File: src/rtl/seg_scan_pkg.sv
// seg_scan_pkg: shared segment patterns and anode helpers for the 7-segment scanner
package seg_scan_pkg;
  // Patterns are {g,f,e,d,c,b,a}, active low.
  localparam logic [6:0] SEG_0     = 7'b1000000;
  localparam logic [6:0] SEG_1     = 7'b1111001;
  localparam logic [6:0] SEG_2     = 7'b0100100;
  localparam logic [6:0] SEG_3     = 7'b0110000;
  localparam logic [6:0] SEG_4     = 7'b0011001;
  localparam logic [6:0] SEG_5     = 7'b0010010;
  localparam logic [6:0] SEG_6     = 7'b0000010;
  localparam logic [6:0] SEG_7     = 7'b1111000;
  localparam logic [6:0] SEG_8     = 7'b0000000;
  localparam logic [6:0] SEG_9     = 7'b0010000;
  localparam logic [6:0] SEG_DASH  = 7'b0111111;
  localparam logic [6:0] SEG_BLANK = 7'b1111111;
  localparam logic [3:0] AN_OFF    = 4'b1111;

  // Active-low one-hot anode select for bit position pos (3 = leftmost).
  function automatic logic [3:0] an_sel(input logic [1:0] pos);
    return ~(4'b0001 << pos);
  endfunction
endpackage

File: src/rtl/seg_decode.sv
// seg_decode: BCD digit to active-low 7-segment pattern, dash for 10-15
//   digit in  [3:0]  BCD digit
//   seg   out [6:0]  {g,f,e,d,c,b,a}, active low
module seg_decode
  import seg_scan_pkg::*;
(
  input  logic [3:0] digit,
  output logic [6:0] seg
);
  always_comb begin
    seg = SEG_DASH;
    case (digit)
      4'd0: seg = SEG_0;
      4'd1: seg = SEG_1;
      4'd2: seg = SEG_2;
      4'd3: seg = SEG_3;
      4'd4: seg = SEG_4;
      4'd5: seg = SEG_5;
      4'd6: seg = SEG_6;
      4'd7: seg = SEG_7;
      4'd8: seg = SEG_8;
      4'd9: seg = SEG_9;
      default: seg = SEG_DASH;
    endcase
  end
endmodule

File: src/rtl/seg_scan.sv
// seg_scan: 4-digit multiplexed common-anode 7-segment driver with frame snapshot, blanking and blink
//   clk, rst              clock, async active-high reset
//   en                    display enable (0 blanks all slots)
//   dec1..dec4            BCD digits, dec1 leftmost
//   blank_lz              suppress leading zeros (units always shown)
//   blink_mask, dp_sel    per-digit blink / decimal point, bit3 = dec1
//   an, seg, dp           registered active-low display drive, an[3] leftmost
module seg_scan
  import seg_scan_pkg::*;
#(
  parameter int SCAN_DIV  = 100000,
  parameter int BLINK_DIV = 250
) (
  input  logic       clk,
  input  logic       rst,
  input  logic       en,
  input  logic [3:0] dec1,
  input  logic [3:0] dec2,
  input  logic [3:0] dec3,
  input  logic [3:0] dec4,
  input  logic       blank_lz,
  input  logic [3:0] blink_mask,
  input  logic [3:0] dp_sel,
  output logic [3:0] an,
  output logic [6:0] seg,
  output logic       dp
);
  localparam int DW = $clog2(SCAN_DIV);
  localparam int BW = BLINK_DIV > 1 ? $clog2(BLINK_DIV) : 1;
  logic [DW-1:0] div;
  logic [BW-1:0] bcnt;
  logic [1:0] idx, pos;
  logic [3:0][3:0] snap;
  logic [3:0] digit, zero;
  logic [6:0] pat;
  logic tick, bwrap, boff, blank;
  assign tick  = div == DW'(SCAN_DIV - 1);
  assign bwrap = bcnt == BW'(BLINK_DIV - 1);
  // Slot idx drives bit position 3-idx of an, snap, blink_mask and dp_sel.
  assign pos   = ~idx;
  assign digit = snap[pos];
  // zero[p]: every snapshot digit from the leftmost down to position p is zero; units never qualify.
  assign zero  = {snap[3] == 4'd0, snap[3:2] == 8'd0, snap[3:1] == 12'd0, 1'b0};
  assign blank = !en || (blank_lz && zero[pos]) || (boff && blink_mask[pos]);
  seg_decode u_decode (.digit(digit), .seg(pat));
  always_ff @(posedge clk or posedge rst) begin
    if (rst) begin
      div  <= '0;
      idx  <= '0;
      bcnt <= '0;
      boff <= 1'b0;
      snap <= '0;
      an   <= AN_OFF;
      seg  <= SEG_BLANK;
      dp   <= 1'b1;
    end else begin
      div <= tick ? '0 : div + 1'b1;
      if (tick) begin
        idx  <= idx + 1'b1;
        bcnt <= bwrap ? '0 : bcnt + 1'b1;
        boff <= boff ^ bwrap;
        if (idx == 2'd3) snap <= {dec1, dec2, dec3, dec4};
        an   <= blank ? AN_OFF : an_sel(pos);
        seg  <= blank ? SEG_BLANK : pat;
        dp   <= blank || !dp_sel[pos];
      end
    end
  end
endmodule
File: config.mk
export PLATFORM = sky130hd
export DESIGN_NAME = seg_scan
export DESIGN_NICKNAME = d
export VERILOG_FILES = /design/src/rtl/seg_scan_pkg.sv /design/src/rtl/seg_decode.sv /design/src/rtl/seg_scan.sv
export SDC_FILE = /design/constraint.sdc
export NUM_CORES = 1
export LEC_CHECK = 0
export ABC_AREA = 0
export CELL_PAD_IN_SITES_DETAIL_PLACEMENT = 1
export CELL_PAD_IN_SITES_GLOBAL_PLACEMENT = 1
export CORE_ASPECT_RATIO = 0.8
export CORE_MARGIN = 2
export CORE_UTILIZATION = 47
export DETAILED_ROUTE_END_ITERATION = 16
export GPL_ROUTABILITY_DRIVEN = 0
export PLACE_DENSITY_LB_ADDON = 0.1
export SLEW_MARGIN = 5
export SYNTH_ARGS = -nofsm -noshare
export SYNTH_HDL_FRONTEND = slang
export SYNTH_HIERARCHICAL = 1
export SYNTH_SLANG_ARGS = --single-unit
export TNS_END_PERCENT = 20
File: constraint.sdc
create_clock -name clk -period 4.7 [get_ports clk]
set_input_delay 0.705 -clock clk [delete_from_list [all_inputs] [get_ports clk]]
set_output_delay 0.705 -clock clk [all_outputs]
set_load 0.05 [all_outputs]
# Word level (Yosys, flattened, before mapping)
# Memories as Yosys holds them, arrays and structs flattened.
# Cells that the tools add are included.
[totals]
inputBits = 28
n_memories = 1
out_inout_bits = 12
regBits = 56
mem_bits_ro = 112
word_cells = 46
[classes]
eq_ne = 3
addsub = 3
reduce_logical = 11
bitwise = 3
order_cmp = 1
mux = 12
n_shift = 1
[memory_table]
columns = ["name", "depth", "width", "rd", "rd_clocked_by_memory_dff", "write_ports", "line_no", "text"]
rows = [
  ["(no name shown)", 16, 7, 1, 0, 0, "seg_decode.sv:12", "case (digit)"],
]
[op_table]
columns = ["operator", "count"]
rows = [
  ["$add A17 B1 Y17 const B", 1],
  ["$eq A17 B17 Y1 const B", 1],
  ["$mux W17", 1],
  ["$logic_not A12 Y1", 1],
  ["$add A8 B1 Y8 const B", 1],
  ["$bmux W4 S2", 1],
  ["$eq A8 B8 Y1 const B", 1],
  ["$logic_not A8 Y1", 1],
  ["$mux W4", 2],
  ["$mux W8", 1],
  ["$mux W7", 1],
  ["$bmux W1 S2", 3],
  ["$logic_not A4 Y1", 1],
  ["$not A4 Y4", 1],
  ["$shl A1 B2 Y4 const A", 1],
  ["$logic_or A1 B1 Y1", 3],
  ["$lt A2 B3 Y1 const B", 1],
  ["$mux W1", 3],
  ["$add A2 B1 Y2 const B", 1],
  ["$eq A2 B2 Y1 const B", 1],
  ["$logic_and A1 B1 Y1", 2],
  ["$logic_not A1 Y1", 2],
  ["$not A2 Y2", 1],
  ["$reduce_and A2 Y1", 1],
  ["$xor A1 B1 Y1", 1],
]

# Logic depth before layout (Yosys ltp)
# Gate-level depths: netlist of the first run.
[depth]
ltp_word = 7
ltp_mapped = 8
mapped_depth_nobuf = 7

# Cells and area by module
# Netlist of the first run, hierarchy kept.
[modules_own_cells]
columns = ["module", "instances", "area_each_um2", "cells_per_inst", "seq_area_each_um2"]
rows = [
  ["seg_scan", 1, 2800.2, 242, 1416.4],
  ["seg_decode", 1, 240.2, 31, 0.0],
]

# Worst setup path after synthesis of the first run
# Ideal clock, no wire load.
[synth_timing]
path_type = "register to register"
from = "register div[13]"
to = "register snap[10] (netlist name)"
path_stages_with_launch = 6
slack_ns = 2.614
t_arrival_ns = 1.961
setup_time_ns = 0.125
n_path_buf = 1
cell_sequence = "dfrtp_1 -> or4b_4 -> nor4_4 -> nand2_4 -> buf_6 -> mux2_4"
[synth_between]
elab_chain_cells = 2
[synth_rtl]
columns = ["item", "line_no", "text"]
rows = [
  ["start, declared", "seg_scan.sv:30", "logic [DW-1:0] div;"],
  ["start signal, assigned", "seg_scan.sv:57", "div <= tick ? '0 : div + 1'b1;"],
  ["$eq A17 B17 Y1", "seg_scan.sv:37", "assign tick = div == DW'(SCAN_DIV - 1);"],
  ["$reduce_and A2 Y1 (no source line)", "-", ""],
  ["end signal, assigned", "seg_scan.sv:62", "if (idx == 2'd3) snap <= {dec1, dec2, dec3, dec4};"],
  ["end, declared", "seg_scan.sv:33", "logic [3:0][3:0] snap;"],
]
# Every way passes these cells.
# A chain may end at the register's enable or synchronous reset.

# Worst setup path after layout of the first run
[layout_timing]
from = "register an[1]"
to = "output an[1]"
[layout_lines]
columns = ["item", "line_no", "text"]
rows = [
  ["start, declared", "seg_scan.sv:24", "output logic [3:0] an,"],
  ["start signal, assigned", "seg_scan.sv:63", "an <= blank ? AN_OFF : an_sel(pos);"],
]
# No word-level cell between the ends.

==> impl_metrics.csv, run 1 <==
group,metric,value,unit
status,status,"finished, final reports clean",
logic_synthesis,synth.ff_latch_count,56,
power,power_leakage,1.59,nW
logic_synthesis,synth-edff-count,0,
cts,cts_resized,0,
final_layout,nFillCells,691,
worst_setup_path,worst_ep_arrival_time,1670,ps
place,port_buffers,39,
min_path,hp-class,"flip-flop to flip-flop",
final_layout,final_cell_mix,"dfrtp_1, clkdlybuf4s50_1, nor2_1",
worst_setup_path,end_kind,"output port",
logic_synthesis,yosysSeqAreaShare,0.466,
sta,setup_tns,0,ps
sta,fin_hold_ws,500,ps
worst_setup_path,path_delay_family,"buffers and inverters",
logic_synthesis,synthFlopType,"dfrtp_1",
global_route,grt_pass1_vias,2337,
sta,worstMarginPinSlew,894,ps
job,maxCapViolCount,0,
sta,drv_slew,0,
final_layout,mostFrequentLayoutCell,"dfrtp_1",
cts,cts_made_buffers,5,
worst_setup_path,critPathMaxFanout,2,
sta,hold_viol_final,0,
final_layout,fin_nets,352,
place,place_hpwl,5180,um
place,post_dp_cell_area,3500,um2
sta,fin_skew,8.56,ps
worst_setup_path,critPathRequiredTime,3990,ps
cts,htree_levels,2,
logic_synthesis,synthCells,273,
detailed_routing,drtPass1Iterations,4,
global_route,antenna_found_initial,0,
global_route,grt_max_degree,39,
die,die_y,75.9,um
logic_synthesis,syn_area,3040,um2
cts,hold_buffers,0,
final_layout,drive_above_1_share,0.166,
die,fp.dieArea,7130,um2
cts,cts_setup_buffers,0,
sta,finalSetupViolCount,0,
worst_setup_path,cp-start-kind,"flip-flop",
place,post-place-ws,2160,ps
final_layout,synthToLayoutAreaGrowth,17.8,%
die,core,6310,um2
die,start_util,0.482,
power,finalPower,0.825,mW
logic_synthesis,synth_top_family_by_area,"simple AND/OR/NAND/NOR gates",
cts,worstSkewPairLatency,310,ps
die,fp-row-count,26,
worst_setup_path,critPathBufInv,1,
worst_setup_path,r2r_start,"div[13]",
detailed_routing,routed_wl,7070,um
cts,cts.sinks,56,
cts,cts_tree,"yes",
worst_setup_path,worstSetupPathType,"flip-flop to output port",
global_route,grt_use_total,0.212,
logic_synthesis,synth.area.mux_share,0.128,
detailed_routing,drtIter0Drc,87,
logic_synthesis,postSynthAreaPerCell,11.1,um2
detailed_routing,ant_nets,0,
worst_setup_path,critPathMaxStageDelay,800,ps
sta,slew_headroom,0.404,
logic_synthesis,synth_compound_area_frac,0.0856,
power,peakVddDrop,0.112,mV
power,power_density,230,nW/um2
logic_synthesis,synthSimpleGateAreaFrac,0.185,
logic_synthesis,synth_xor_xnor_area_share,0.0432,
min_path,hold_start,"div[12]",
die,die_w,93.9,um
worst_setup_path,cpMaxStageDelayCell,"clkdlybuf4s50_1",
global_route,grt_overflow,0,
die,ios,40,
sta,rsz0062_at_grt,"false",
final_layout,final_area,3580,um2
sta,fin_crit_sh,0.505,
cts,cts_buffer_depth,2,
detailed_routing,avgRoutedWirePerCell,17.8,um
logic_synthesis,syn-num-nets,313,
detailed_routing,num_vias,2223,
logic_synthesis,synth.distinct_cells,50,
sta,setup_ws,2330,ps
detailed_routing,drc,0,
worst_setup_path,cp-startpoint,"an[1]",
sta,fmax,422,MHz
logic_synthesis,yosys_warnings,6,
cts,cts_root_buf,"clkbuf_8",
cts,path_clk_slew,100,ps
final_layout,diodes,0,
global_route,grt_pass1_wl,11800,um
sta,post-route-min-period,2370,ps
logic_synthesis,synthAdderAreaFrac,0.0494,
detailed_routing,via_per_inst,5.60,
logic_synthesis,synthArstFlopShare,1.00,
worst_setup_path,crit_chain,"clkdlybuf4s50_1",
stage by stage:
step	util	std cells
floorplan	-	273
global placement	0.555	389
detailed placement	0.555	389
CTS	0.567	397
global route	0.567	397
finish	0.567	397
synth_stat cells (3+ instances only):
cell | n | area share
mux2_2 | 6 | 0.022
nand3_1 | 8 | 0.013
mux2i_1 | 6 | 0.020
o21ai_0 | 10 | 0.016
buf_6 | 3 | 0.011
mux2_4 | 10 | 0.049
or3_1 | 4 | 0.0082
nor2_1 | 25 | 0.031
and3_1 | 6 | 0.012
nor4_1 | 3 | 0.0062
xor2_1 | 6 | 0.017
clkbuf_1 | 3 | 0.0037
ha_1 | 12 | 0.049
buf_2 | 4 | 0.0066
dfstp_2 | 12 | 0.10
nand2_1 | 14 | 0.017
inv_1 | 17 | 0.021
nor3_1 | 4 | 0.0066
dfrtp_1 | 44 | 0.36
and4_1 | 3 | 0.0086
mux4_2 | 5 | 0.037
nand4_1 | 4 | 0.0082
a31oi_1 | 14 | 0.029
nand2b_1 | 3 | 0.0062
a21oi_1 | 10 | 0.016
xnor2_1 | 9 | 0.026
worst paths after layout:
| path | depth (start not counted) | slack (ps) | end |
|---|---|---|---|
| worst max register to register | 4 | 2340 | snap[12] |
| worst min-delay path | 1 | 500 | div[12] |
| max in group asynchronous | 3 | 3020 | seg[2] |
| worst min register to register | 1 | 500 | div[12] |
| min in group asynchronous | 2 | 860 | snap[6] |
| worst max-delay path | 1 | 2330 | an[1] |
power by group:
part	internal [mW]	total [mW]	switching, mW
logic	0.0399	0.0716	0.0317
registers	0.489	0.496	0.00618
clock network	0.105	0.258	0.153
final cells by class:
type                            instances  area [um2]  share of cell area
Inverter                               17        63.8              0.0178
Tap cell                               84         105              0.0294
Clock buffer                            7        76.3              0.0213
Multi-Input combinational cell        190        1500               0.419
Clock inverter                          1        5.00             0.00140
Sequential cell                        56        1420               0.396
Timing Repair Buffer                   42         413               0.115
logic make-up (layout without fill, tap and decap cells):
family / Yosys count / in the layout
buffers and inverters: 27 / 67
AOI/OAI and AO/OA: 42 / 42
DFF: 56 / 56
xor gates and xnor gates: 15 / 15
muxes: 27 / 27
and+or+nand+nor: 94 / 94
adders and majority gates: 12 / 12
registers in the layout, indices dropped and copies added (netlist names):
register,count
div,17
snap,16
bcnt,8
seg,7
an,4
idx,2
boff,1
dp,1
metal layers:
layer / up-vias / share of wire / track usage
li1: 1052 / - / -
met1: 1120 / 0.48 / 0.312
met2: 42 / 0.48 / 0.329
met3: 9 / 0.031 / 0.0368
met4: 0 / 0.012 / 0.0522
met5: - / 0 / 0
(Power assumes the default switching activity.)
==> run 2: changes to the inputs <==
--- a/config.mk
+++ b/config.mk
@@ -10,7 +10,7 @@
 export CELL_PAD_IN_SITES_GLOBAL_PLACEMENT = 1
 export CORE_ASPECT_RATIO = 0.8
 export CORE_MARGIN = 2
-export CORE_UTILIZATION = 47
+export CORE_UTILIZATION = 39
 export DETAILED_ROUTE_END_ITERATION = 16
 export GPL_ROUTABILITY_DRIVEN = 0
 export PLACE_DENSITY_LB_ADDON = 0.1
==> constraint.sdc (replaced) <==
create_clock -name clk -period 2.03 [get_ports clk]
set_input_delay 0.3045 -clock clk [delete_from_list [all_inputs] [get_ports clk]]
set_output_delay 0.3045 -clock clk [all_outputs]
set_load 0.05 [all_outputs]
==> impl_metrics.csv, run 2 (synthesis results as in run 1) <==
group,metric,value,unit
power,power_leakage,1.76,nW
final_layout,top_register,"div",
final_layout,final_area,3950,um2
worst_setup_path,critPathMaxFanout,8,
global_route,antenna_found_initial,0,
worst_setup_path,critPathRequiredTime,2250,ps
cts,worstSkewPairLatency,320,ps
sta,slew_headroom,0.652,
final_layout,final_cell_mix,"dfrtp_1, clkdlybuf4s50_1, buf_4",
status,status,"finished, final reports clean",
final_layout,mostFrequentLayoutCell,"dfrtp_1",
die,fp.dieArea,8520,um2
detailed_routing,num_vias,2338,
place,port_buffers,39,
sta,hold_viol_final,0,
cts,cts_tree,"yes",
place,place_hpwl,5410,um
detailed_routing,drtIter0Drc,74,
cts,cts.sinks,56,
cts,hold_buffers,0,
final_layout,fin_nets,383,
detailed_routing,avgRoutedWirePerCell,16.8,um
sta,rsz0062_at_grt,"true",
global_route,grt_pass1_wl,12400,um
detailed_routing,drc,0,
global_route,grt_overflow,0,
sta,fin_crit_sh,0.992,
global_route,grt_pass1_vias,2368,
power,finalPower,2.02,mW
sta,post-route-min-period,2010,ps
die,ios,40,
place,post-place-ws,-110,ps
sta,finalSetupViolCount,0,
worst_setup_path,end_kind,"flip-flop",
worst_setup_path,cp-start-kind,"flip-flop",
final_layout,largest_reg_flops,17,
sta,worstMarginPinSlew,522,ps
die,die_y,83.0,um
detailed_routing,via_per_inst,5.21,
cts,cts_buffer_depth,2,
die,start_util,0.407,
cts,cts_made_buffers,5,
final_layout,reg.largest.list,"div: 17 flops, snap: 16 flops, bcnt: 8 flops",
die,die_w,103,um
cts,cts_root_buf,"clkbuf_8",
min_path,hp-class,"input pin to asynchronous set/reset pin",
global_route,grt_use_total,0.186,
place,post_dp_cell_area,3710,um2
sta,fmax,496,MHz
die,fp-row-count,28,
die,core,7460,um2
cts,htree_levels,2,
worst_setup_path,worstSetupPathType,"flip-flop to flip-flop",
job,maxCapViolCount,0,
cts,path_clk_slew,110,ps
final_layout,diodes,0,
final_layout,utilization,0.529,
sta,drv_slew,0,
detailed_routing,ant_nets,0,
detailed_routing,routed_wl,7540,um
final_layout,final_cells,449,
detailed_routing,drtPass1Iterations,5,
global_route,grt_max_degree,44,
sta,setup_ws,15.6,ps
power,power_density,512,nW/um2
sta,setup_tns,0,ps
worst_setup_path,worst_ep_arrival_time,2230,ps
power,peakVddDrop,0.301,mV
place,dp_cells,433,
sta,fin_hold_ws,258,ps
final_layout,drive_above_1_share,0.282,
sta,fin_skew,9.71,ps
final_layout,synthToLayoutAreaGrowth,29.9,%
[run 2: critical path: stages (launching register included)]
cell and delay [ps]:
dfrtp_2 450, or4b_4 530, nor4_4 300, buf_6 190, nand2_4 120, mux2_4 320
[run 2: worst paths after layout]
| check | slack (ps) | endpoint | from | depth (start not counted) |
|---|---|---|---|---|
| setup reg to reg | 20 | snap[14] | div[11] | 5 |
| hold / removal | 260 | bcnt[5] | rst | 2 |
| hold reg to reg | 500 | bcnt[7] | bcnt[7] | 1 |
| max in group asynchronous | 1170 | an[1] | rst | 3 |
| setup / recovery | 20 | snap[14] | div[11] | 5 |
| min in group clk | 500 | bcnt[7] | bcnt[7] | 1 |
[run 2: metal layers]
metal	wire length, um	vias up	GRT usage	part of all wire
met4	63	0	0.0364	0.0084
li1	-	1115	-	-
met3	237	7	0.0311	0.031
met1	3740	1176	0.277	0.50
met5	0	-	0	0
met2	3500	40	0.287	0.46
[run 2: final cells by class]
cell class                      count  area [um2]
Clock buffer                        6        93.8
Clock inverter                      2        11.3
Fill cell                         841        3510
Inverter                           17        63.8
Multi-Input combinational cell    191        1560
Sequential cell                    56        1420
Tap cell                          105         131
Timing Repair Buffer               72         668
[run 2: what timing repair did]
action | in CTS | in global routing
setup buffers | 3 | 4
setup endpoints to repair | 26 | 36
pin swaps | 4 | 4
hold endpoints to repair | 0 | 0
gates cloned | 1 | 0
resized for setup | 4 | 20
[run 2: power breakdown]
group	internal (mW)	switching (mW)	total [mW]
sequential	1.13	0.0152	1.15
combinational	0.0982	0.0736	0.172
clock	0.318	0.384	0.702
total	1.55	0.473	2.02
==> run 3: changes to the inputs <==
==> constraint.sdc (replaced) <==
create_clock -name clk -period 1.7 [get_ports clk]
set_input_delay 0.255 -clock clk [delete_from_list [all_inputs] [get_ports clk]]
set_output_delay 0.255 -clock clk [all_outputs]
set_load 0.05 [all_outputs]
==> impl_metrics.csv, run 3 (synthesis results as in run 1) <==
group,metric,value,unit
cts,cts_buffer_depth,2,
worst_setup_path,path_delay_family,"simple AND/OR/NAND/NOR gates",
sta,setup_tns,-13880,ps
final_layout,largest_reg_flops,17,
detailed_routing,avgRoutedWirePerCell,17.8,um
global_route,grt.busiest_layer,"met2",
die,ios,40,
global_route,grt_overflow,0,
detailed_routing,num_vias,2465,
cts,cts_tree,"yes",
status,violations,"negative setup slack",
power,power_leakage,1.89,nW
global_route,grt_pass1_wl,13900,um
global_route,grt_use_met3,0.0295,
final_layout,multi_input_area,1600,um2
place,post-place-ws,-445,ps
worst_setup_path,cpMaxStageDelayCell,"or4_4",
cts,worstSkewPairLatency,310,ps
final_layout,synthToLayoutAreaGrowth,36.7,%
final_layout,nFillCells,845,
worst_setup_path,critPathBufInv,0,
global_route,grtUsageMet1,0.297,
sta,slew_headroom,0.683,
worst_setup_path,worst_ep_arrival_time,2280,ps
die,die_w,103,um
sta,worstMarginPinSlew,476,ps
sta,rsz0062_at_grt,"true",
place,place_hpwl,5930,um
cts,path_clk_slew,110,ps
cts,cts.sinks,56,
worst_setup_path,crit_chain,"or4b_4, or4_4, a2111oi_4, nor2_1",
cts,htree_levels,2,
worst_setup_path,critPathMaxStageDelay,670,ps
die,core,7460,um2
final_layout,reg.largest.list,"div: 17 flops, snap: 16 flops, bcnt: 8 flops",
sta,setup_ws,-343,ps
detailed_routing,drtIter0Drc,77,
status,status,"complete, but fails checks",
final_layout,regArea,1420,um2
detailed_routing,drc,0,
final_layout,diodes,0,
cts,cts_made_buffers,5,
job,maxCapViolCount,0,
min_path,hp-class,"input pin to asynchronous set/reset pin",
power,peakVddDrop,0.358,mV
global_route,antenna_found_initial,0,
final_layout,drive_above_1_share,0.381,
final_layout,fin_nets,409,
die,fp-row-count,28,
final_layout,top_register,"div",
worst_setup_path,cp-start-kind,"flip-flop",
worst_setup_path,critPathMaxFanout,8,
worst_setup_path,critPathRequiredTime,1940,ps
worst_setup_path,worstSetupPathType,"flip-flop to flip-flop",
place,port_buffers,39,
sta,post-route-min-period,2040,ps
detailed_routing,drtPass1Iterations,4,
power,power_density,577,nW/um2
detailed_routing,via_per_inst,5.19,
global_route,grt_use_total,0.206,
die,start_util,0.407,
sta,fin_skew,12.2,ps
die,fp.dieArea,8520,um2
global_route,grt_max_degree,57,
global_route,grt.met2_usage,0.343,
global_route,grt_pass1_vias,2724,
sta,fmax,490,MHz
sta,finalSetupViolCount,48,
die,die_y,83.0,um
detailed_routing,routed_wl,8440,um
sta,hold_viol_final,0,
cts,cts_root_buf,"clkbuf_8",
final_layout,mostFrequentLayoutCell,"buf_4",
sta,fin_crit_sh,1.20,
final_layout,final_cell_mix,"buf_4, dfrtp_1, clkdlybuf4s50_1",
worst_setup_path,end_kind,"flip-flop",
sta,drv_slew,0,
detailed_routing,ant_nets,0,
[run 3: repair_timing]
item | 4_1_cts | 5_1_grt
buffers inserted | 6 | 1
gates cloned | 1 | 1
gates resized for setup | 21 | 23
setup endpoints to repair | 48 | 49
pin swaps | 8 | 5
hold buffers | 0 | 0
[run 3: tightest hold or removal path, cell delays in order]
cell and delay (ps):
clkdlybuf4s50_1 410, inv_2 70, buf_12 290
[run 3: final timing paths]
kind | start | end | slack [ps] | cells past startpoint
min | rst | bcnt[1] | 320 | 3
max in group asynchronous | rst | seg[0] | 1080 | 3
min reg2reg | bcnt[7] | bcnt[7] | 490 | 1
min in group clk | bcnt[7] | bcnt[7] | 490 | 1
max reg2reg | div[8] | dp | -340 | 4
max | div[8] | dp | -340 | 4
[run 3: report_power, final]
part	total [mW]	switching, mW	internal (mW)
Combinational	0.240	0.103	0.138
Sequential	1.37	0.0140	1.35
Clock	0.791	0.463	0.328
[run 3: final cells by class]
class	count	area share
multi-input cells	191	0.384
flip-flops and latches	56	0.341
repair buffers	98	0.205
inverters	17	0.0153
clock buffers	6	0.0199
well taps	105	0.0316
clock inverters	2	0.00241
[run 3: metrics by stage]
stage / util / instance area [um2] / total power [mW] / cells / hold slack [ps]
2_1_floorplan: - / 3040 / 1.50 / 273 / 404
3_3_place_gp: 0.519 / 3880 / 1.62 / 459 / 460
3_5_place_dp: 0.519 / 3880 / 1.63 / 459 / 465
4_1_cts: 0.548 / 4090 / 2.41 / 474 / 325
5_1_grt: 0.557 / 4160 / 2.49 / 475 / 365
6_report: 0.557 / 4160 / 2.40 / 475 / 315
[run 3: routing by layer]
layer,vias up,routed length [um]
met5,-,0
met4,0,24
met3,2,240
met2,44,4090
met1,1258,4090
li1,1161,-
